### config.mk
export PLATFORM = sky130hd
export DESIGN_NAME = write_arbiter
export DESIGN_NICKNAME = d
export VERILOG_FILES = /design/src/rtl/write_arbiter.sv
export SDC_FILE = /design/constraint.sdc
export NUM_CORES = 1
export LEC_CHECK = 0
export ABC_AREA = 1
export CORE_MARGIN = 4
export CORE_UTILIZATION = 43
export CTS_CLUSTER_SIZE = 14
export DETAILED_ROUTE_END_ITERATION = 12
export PLACE_DENSITY = 0.84
export SETUP_SLACK_MARGIN = 0.3
export SLEW_MARGIN = 5
export SYNTH_ARGS = -nofsm -noshare
export SYNTH_HDL_FRONTEND = slang
export SYNTH_SLANG_ARGS = --single-unit
### constraint.sdc
create_clock -name clock -period 2.25 [get_ports clock]
set_clock_uncertainty 0.2 [all_clocks]
set_input_delay 0.45 -clock clock [delete_from_list [all_inputs] [get_ports clock]]
set_output_delay 0.45 -clock clock [all_outputs]
set_load 0.005 [all_outputs]
### src/rtl/write_arbiter.sv
// Two-master AXI write-address arbiter: round-robin grant held from AW until the decoder's
// finish pulse, with a latched AW payload and a master-select for the W/B muxes.
module write_arbiter #(
  parameter int unsigned AXI_ADDR_BITS = 32,
  parameter int unsigned AXI_ID_BITS   = 4,
  parameter int unsigned AXI_IDS_BITS  = 8,
  parameter int unsigned AXI_LEN_BITS  = 4
) (
  input  logic                     clock,
  input  logic                     reset,
  // master 0
  input  logic [AXI_ID_BITS-1:0]   AWID_M0,
  input  logic [AXI_ADDR_BITS-1:0] AWADDR_M0,
  input  logic [AXI_LEN_BITS-1:0]  AWLEN_M0,
  input  logic [2:0]               AWSIZE_M0,
  input  logic [1:0]               AWBURST_M0,
  input  logic                     AWVALID_M0,
  output logic                     AWREADY_M0,
  // master 1
  input  logic [AXI_ID_BITS-1:0]   AWID_M1,
  input  logic [AXI_ADDR_BITS-1:0] AWADDR_M1,
  input  logic [AXI_LEN_BITS-1:0]  AWLEN_M1,
  input  logic [2:0]               AWSIZE_M1,
  input  logic [1:0]               AWBURST_M1,
  input  logic                     AWVALID_M1,
  output logic                     AWREADY_M1,
  // decoder / slave side
  output logic [AXI_IDS_BITS-1:0]  AWID_S,
  output logic [AXI_ADDR_BITS-1:0] AWADDR,
  output logic [AXI_LEN_BITS-1:0]  AWLEN,
  output logic [2:0]               AWSIZE,
  output logic [1:0]               AWBURST,
  output logic                     AWVALID,
  input  logic                     AWREADY,
  input  logic                     finish,
  output logic [1:0]               WriteMasterSel
);

  localparam int unsigned TagBits = AXI_IDS_BITS - AXI_ID_BITS;

  typedef enum logic [1:0] {StIdle, StAddr, StBusy} state_e;

  state_e                   r_state, w_state_next;
  logic [1:0]               r_grant, w_grant_next;        // one-hot {M1, M0}, 00 = none
  logic [1:0]               r_last_grant, w_last_grant_next;
  logic                     w_latch;
  logic [1:0]               w_req;
  logic                     w_grant_valid;

  logic [AXI_IDS_BITS-1:0]  r_id,    w_sel_id;
  logic [AXI_ADDR_BITS-1:0] r_addr,  w_sel_addr;
  logic [AXI_LEN_BITS-1:0]  r_len,   w_sel_len;
  logic [2:0]               r_size,  w_sel_size;
  logic [1:0]               r_burst, w_sel_burst;

  assign w_req         = {AWVALID_M1, AWVALID_M0};
  assign w_grant_valid = |(r_grant & w_req);

  assign w_sel_id    = r_grant[1] ? {TagBits'(2), AWID_M1} : {TagBits'(1), AWID_M0};
  assign w_sel_addr  = r_grant[1] ? AWADDR_M1  : AWADDR_M0;
  assign w_sel_len   = r_grant[1] ? AWLEN_M1   : AWLEN_M0;
  assign w_sel_size  = r_grant[1] ? AWSIZE_M1  : AWSIZE_M0;
  assign w_sel_burst = r_grant[1] ? AWBURST_M1 : AWBURST_M0;

  // State register
  always_ff @(posedge clock or negedge reset) begin
    if (!reset) begin
      r_state      <= StIdle;
      r_grant      <= 2'b00;
      r_last_grant <= 2'b10;  // M0 wins the first contested arbitration
    end else begin
      r_state      <= w_state_next;
      r_grant      <= w_grant_next;
      r_last_grant <= w_last_grant_next;
    end
  end

  // Payload hold registers keep the decoder's slave select stable through BUSY
  always_ff @(posedge clock or negedge reset) begin
    if (!reset) begin
      r_id    <= '0;
      r_addr  <= '0;
      r_len   <= '0;
      r_size  <= '0;
      r_burst <= '0;
    end else if (w_latch) begin
      r_id    <= w_sel_id;
      r_addr  <= w_sel_addr;
      r_len   <= w_sel_len;
      r_size  <= w_sel_size;
      r_burst <= w_sel_burst;
    end
  end

  // Next-state logic
  always_comb begin
    w_state_next      = r_state;
    w_grant_next      = r_grant;
    w_last_grant_next = r_last_grant;
    w_latch           = 1'b0;
    unique case (r_state)
      StIdle: begin
        if (|w_req) begin
          w_state_next = StAddr;
          if (&w_req) w_grant_next = r_last_grant[1] ? 2'b01 : 2'b10;
          else        w_grant_next = w_req;
        end
      end
      StAddr: begin
        if (!w_grant_valid) begin
          // master withdrew before the handshake: drop the grant, keep fairness history
          w_state_next = StIdle;
          w_grant_next = 2'b00;
        end else if (AWREADY) begin
          w_state_next = StBusy;
          w_latch      = 1'b1;
        end
      end
      StBusy: begin
        if (finish) begin
          w_state_next      = StIdle;
          w_last_grant_next = r_grant;
          w_grant_next      = 2'b00;
        end
      end
      default: begin
        w_state_next = StIdle;
        w_grant_next = 2'b00;
      end
    endcase
  end

  // Output logic
  always_comb begin
    AWID_S         = '0;
    AWADDR         = '0;
    AWLEN          = '0;
    AWSIZE         = '0;
    AWBURST        = '0;
    AWVALID        = 1'b0;
    AWREADY_M0     = 1'b0;
    AWREADY_M1     = 1'b0;
    WriteMasterSel = 2'b00;
    unique case (r_state)
      StAddr: begin
        AWID_S         = w_sel_id;
        AWADDR         = w_sel_addr;
        AWLEN          = w_sel_len;
        AWSIZE         = w_sel_size;
        AWBURST        = w_sel_burst;
        AWVALID        = w_grant_valid;
        AWREADY_M0     = r_grant[0] & AWREADY;
        AWREADY_M1     = r_grant[1] & AWREADY;
        WriteMasterSel = r_grant;
      end
      StBusy: begin
        AWID_S         = r_id;
        AWADDR         = r_addr;
        AWLEN          = r_len;
        AWSIZE         = r_size;
        AWBURST        = r_burst;
        WriteMasterSel = r_grant;
      end
      default: begin
      end
    endcase
  end

endmodule

After elaboration in Yosys (flattened, before gate mapping)
Cells that the tools add are included.
{"block": "op_classes", "mux": 27, "reduce_logical": 8, "eq_ne": 6, "bitwise": 3}
{"op": "$pmux W32 S2", "n": 1}
{"op": "$mux W32", "n": 1}
{"op": "$mux W2", "n": 10}
{"op": "$pmux W8 S2", "n": 1}
{"op": "$pmux W2 S3", "n": 2}
{"op": "$pmux W4 S2", "n": 1}
{"op": "$mux W1", "n": 6}
{"op": "$mux W6", "n": 1}
{"op": "$ne A2 B2 Y1 const B", "n": 3}
{"op": "$pmux W3 S2", "n": 1}
{"op": "$reduce_and A3 Y1", "n": 2}
{"op": "$reduce_or A2 Y1", "n": 3}
{"op": "$mux W4", "n": 1}
{"op": "$pmux W2 S2", "n": 1}
{"op": "$reduce_and A2 Y1", "n": 2}
{"op": "$mux W3", "n": 1}
{"op": "$ne A3 B3 Y1 const B", "n": 1}
{"op": "$and A1 B1 Y1", "n": 2}
{"op": "$and A2 B2 Y2", "n": 1}
{"op": "$eq A2 B1 Y1 const B", "n": 1}
{"op": "$eq A2 B2 Y1 const B", "n": 1}
{"op": "$logic_not A2 Y1", "n": 1}
{"block": "totals", "output_inout_bits": 54, "regBits": 55, "in_bits": 96}

Logic depth before layout (Yosys ltp)
{"block": "depth", "depth_word": 4, "depth_mapped": 10, "depth_no_buf": 8}

Least setup slack after synthesis
Ideal clock, no wire load.
{"block": "synth_timing", "path_type": "register -> output", "start": "register r_state[0]", "end": "output AWADDR[10]", "slack_ns": 0.299, "required_ns": 1.600, "n_path_buf": 2, "path_stages_with_launch": 7, "arrival_ns": 1.301, "path_cell_list": "dfrtp_1 inv_1 ha_1 inv_1 buf_2 clkbuf_1 a21oi_1"}
{"block": "synth_via", "elab_chain_cells": 2, "word_cells_on_any_way": 3, "cone_classes": "2 x eq/ne; 1 x mux"}
{"item": "start, declared", "line_no": "43", "text": "state_e r_state, w_state_next;"}
{"item": "start signal, assigned", "line_no": "68", "text": "r_state <= StIdle;"}
{"item": "start signal, assigned", "line_no": "72", "text": "r_state <= w_state_next;"}
{"item": "$eq A2 B2 Y1 or $eq A2 B1 Y1 (tied branches)", "line_no": "144", "text": "unique case (r_state)"}
{"item": "$pmux W32 S2 (*)", "line_no": "144"}
{"item": "end, declared", "line_no": "29", "text": "output logic [AXI_ADDR_BITS-1:0] AWADDR,"}
Mark *: on every way between the ends. The rest lies on a longest branch, timed or not.

Worst setup path after layout
{"block": "layout_timing", "start": "register r_state[1]", "end": "output AWID_S[4]"}
{"block": "layout_via", "elab_chain_cells": 2, "word_cells_on_any_way": 3, "cone_classes": "2 x eq/ne; 1 x mux"}
{"item": "$eq A2 B2 Y1 or $eq A2 B1 Y1 (tied branches)", "line_no": "144"}
{"item": "$pmux W8 S2 (*)", "line_no": "144"}
{"item": "end, declared", "line_no": "28", "text": "output logic [AXI_IDS_BITS-1:0] AWID_S,"}
Marks and branches as above.

==> impl_metrics.py <==
metrics = {
    "sta": {
        "worst_slew_pin_slew_ns": 0.614,
        "period_needed_ns": 2.46,
        "post-route-period-util_pct": 109,
        "hold_viol_final": 0,
        "max_freq_ghz": 0.406,
        "relSlewSlack_pct": 59.1,
        "finalSetupTns_ns": -5.13,
        "fin_ws_ns": -0.212,
        "slew_viol_final": 0,
        "setup_viol": 51,
        "rsz0062_at_grt": "yes",
    },
    "routing": {
        "drt-initial-drc-count": 640,
        "drc": 0,
        "post_drt_wl_per_cell_um": 19.0,
        "viasPerCell": 5.72,
        "first_pass_iters": 6,
        "vias": 5066,
        "antenna_left": 0,
        "wl_um": 16900,
    },
    "yosys": {
        "yosys_warnings": 0,
        "ys_seq_elements": 52,
        "synth_cell_types": 18,
        "synthesis.area_mm2": 0.00349,
        "synth_seq_area_share_pct": 37.3,
        "synth_area_per_cell_um2": 6.14,
        "synthCells": 568,
    },
    "grt": {
        "grt-ovfl-total": 0,
        "track_usage_pct": 29.9,
        "antenna_found_initial": 0,
        "grt_max_degree": 48,
        "first_global_vias": 4926,
        "grt_pass1_wl_um": 23400,
    },
    "floorplan": {
        "dieArea_mm2": 0.00962,
        "core_mm2": 0.00781,
        "num_rows": 32,
        "initial_core_util_pct": 44.7,
        "ioPinCount": 150,
        "fp.dieH_um": 98.1,
        "die_w_um": 98.1,
    },
    "finish": {
        "drive_gt1_share_pct": 30.7,
        "diodes": 0,
        "area_growth_pct": 79.7,
        "num-nets-final": 882,
    },
    "setup_path": {
        "cp_data_arrival_time_ns": 1.81,
        "cp.required_ns": 1.60,
        "r2r_slack_ns": 0.04,
        "critPathKind": "register to output port",
        "crit_fanout": 16,
        "setup.worst_path.end_class": "output port",
        "startpoint_type": "register",
    },
    "clocking": {
        "clk_path_buf_depth": 2,
        "clk_pin_slew_worst_paths_ns": 0.11,
        "cts-htree-levels": 2,
        "cts_buffers": 5,
        "cts_tree": "yes",
        "clk_latency_ns": 0.34,
        "clockRootBuffer": "clkbuf_8",
        "cts_sinks": 52,
    },
    "job": {
        "timing.max_cap.violations": 0,
    },
    "place": {
        "gp_congestion": 0.862,
        "place_ws_ns": -0.230,
        "detailedPlacementHpwl_um": 8390,
        "portBuffers": 147,
    },
    "worst_hold_path": {
        "hold_path.class": "register to register",
    },
    "power": {
        "power_leakage_uw": 0.00319,
        "powerDensity_mw_per_mm2": 1160,
        "peakVddDrop_mv": 0.572,
    },
    "run_status": {
        "violations": "setup timing",
        "status": "finished, violations left",
    },
}
[path summary, 6_finish.rpt]
| path | startpoint | cells after the start | to |
|---|---|---|---|
| min in group asynchronous | reset | 2 | r_len[0]$_DFFE_PN0P_ |
| max | r_state[1]$_DFFE_PN0P_ | 7 | AWID_S[4] |
| min | r_addr[5]$_DFFE_PN0P_ | 2 | r_addr[5]$_DFFE_PN0P_ |
| min reg2reg | r_addr[5]$_DFFE_PN0P_ | 2 | r_addr[5]$_DFFE_PN0P_ |
| max in group asynchronous | reset | 3 | r_last_grant[1]$_DFFE_PN1P_ |
| max reg2reg | r_state[1]$_DFFE_PN0P_ | 12 | r_addr[23]$_DFFE_PN0P_ |
[layer usage]
layer / GRT usage (%) / vias up / routed length [um]
met5: 0 / - / 0
met4: 18.3 / 0 / 1200
met3: 5.79 / 113 / 1710
met2: 53.6 / 413 / 8340
met1: 32.2 / 2332 / 5600
li1: - / 2208 / -
[layout by cell type (no fill, tap or decap)]
| master | count |
|---|---|
| nand2_4 | 3 |
| ha_4 | 3 |
| buf_4 | 65 |
| buf_16 | 8 |
| buf_8 | 5 |
| buf_2 | 50 |
| inv_8 | 1 |
| clkinvlp_4 | 1 |
| a21oi_1 | 8 |
| bufbuf_16 | 2 |
| buf_6 | 9 |
| buf_12 | 15 |
| inv_2 | 3 |
| conb_1 | 2 |
| clkdlybuf4s15_1 | 1 |
| clkdlybuf4s50_1 | 93 |
| inv_6 | 2 |
| dfrtp_1 | 50 |
| a21oi_2 | 43 |
| nand3_4 | 2 |
| nand2_1 | 326 |
| nand2_8 | 1 |
| dfrtp_2 | 1 |
| dfstp_2 | 1 |
| clkbuf_2 | 1 |
| nor2_2 | 1 |
| nor2_1 | 4 |
| o21ai_1 | 2 |
| a31oi_1 | 1 |
| clkbuf_8 | 5 |
| inv_1 | 7 |
| bufinv_16 | 1 |
| nand2_2 | 16 |
| nand3_1 | 48 |
| dlygate4sd3_1 | 1 |
| clkdlybuf4s15_2 | 2 |
[worst max-delay path, cell delays in order (launching register included)]
cell and delay, ns:
dfrtp_1 0.40, inv_2 0.07, buf_6 0.12, ha_4 0.30, inv_8 0.06, buf_12 0.16
a21oi_2 0.13, clkdlybuf4s15_2 0.22
[per-stage QoR]
step	instances	total power, uW	hold slack [ns]	utilization [%]	cell area (um2)
CTS	877	6390	0.282	76.5	5970
detailed placement	841	5220	0.259	69.6	5430
global placement	841	5080	0.254	69.6	5430
finish	886	7300	0.284	80.3	6270
floorplan	569	3320	-0.0456	-	3490
global route	886	7650	0.315	80.3	6270
[cells in the mapped netlist, drive strengths merged]
master    n  area share, %
a21oi    51            7.3
a31oi     1           0.18
buf      37            6.5
clkbuf    8           0.86
conb      1           0.11
dfrtp    51             37
dfstp     1           0.75
ha        3            1.1
inv      12            1.3
nand2   346             37
nand3    50            7.2
nor2      5           0.54
o21ai     2           0.29
[cells by family after synthesis]
logic type      share of synthesized area, %
buf+inv                                 8.64
fa+ha+maj                               1.08
compound gates                          7.78
other cells                            0.107
flops                                   37.3
simple gates                            45.1
[timing repair]
action / CTS / global route
buffers inserted: 17 / 9
pin swaps: 7 / 6
endpoints found under the hold margin: 23 / 0
setup endpoints to repair: 102 / 103
gates cloned: 10 / 0
hold buffers: 1 / 0
resized for setup: 212 / 109
[power breakdown]
| part | internal, uW | total, uW | leakage, uW | switching [uW] |
|---|---|---|---|---|
| registers | 1350 | 1650 | 0.000657 | 302 |
| clock network | 336 | 700 | 0.0000548 | 364 |
| logic | 2290 | 4950 | 0.00248 | 2660 |
[sequential cells by signal, indices dropped and copies added (netlist names)]
name and count:
r_size 3, r_id 6, r_addr 32, r_grant 2
r_last_grant 1, r_state 2, r_burst 2, r_len 4
[cell type report]
type,count,area (um2)
clock inverter,3,46.3
sequential,52,1300
fill,460,1540
multi-input combinational,460,2190
tap,102,128
clock buffer,5,68.8
inverter,12,57.6
timing repair buffer,252,2480
No activity file was read; power rests on OpenSTA's default activity.
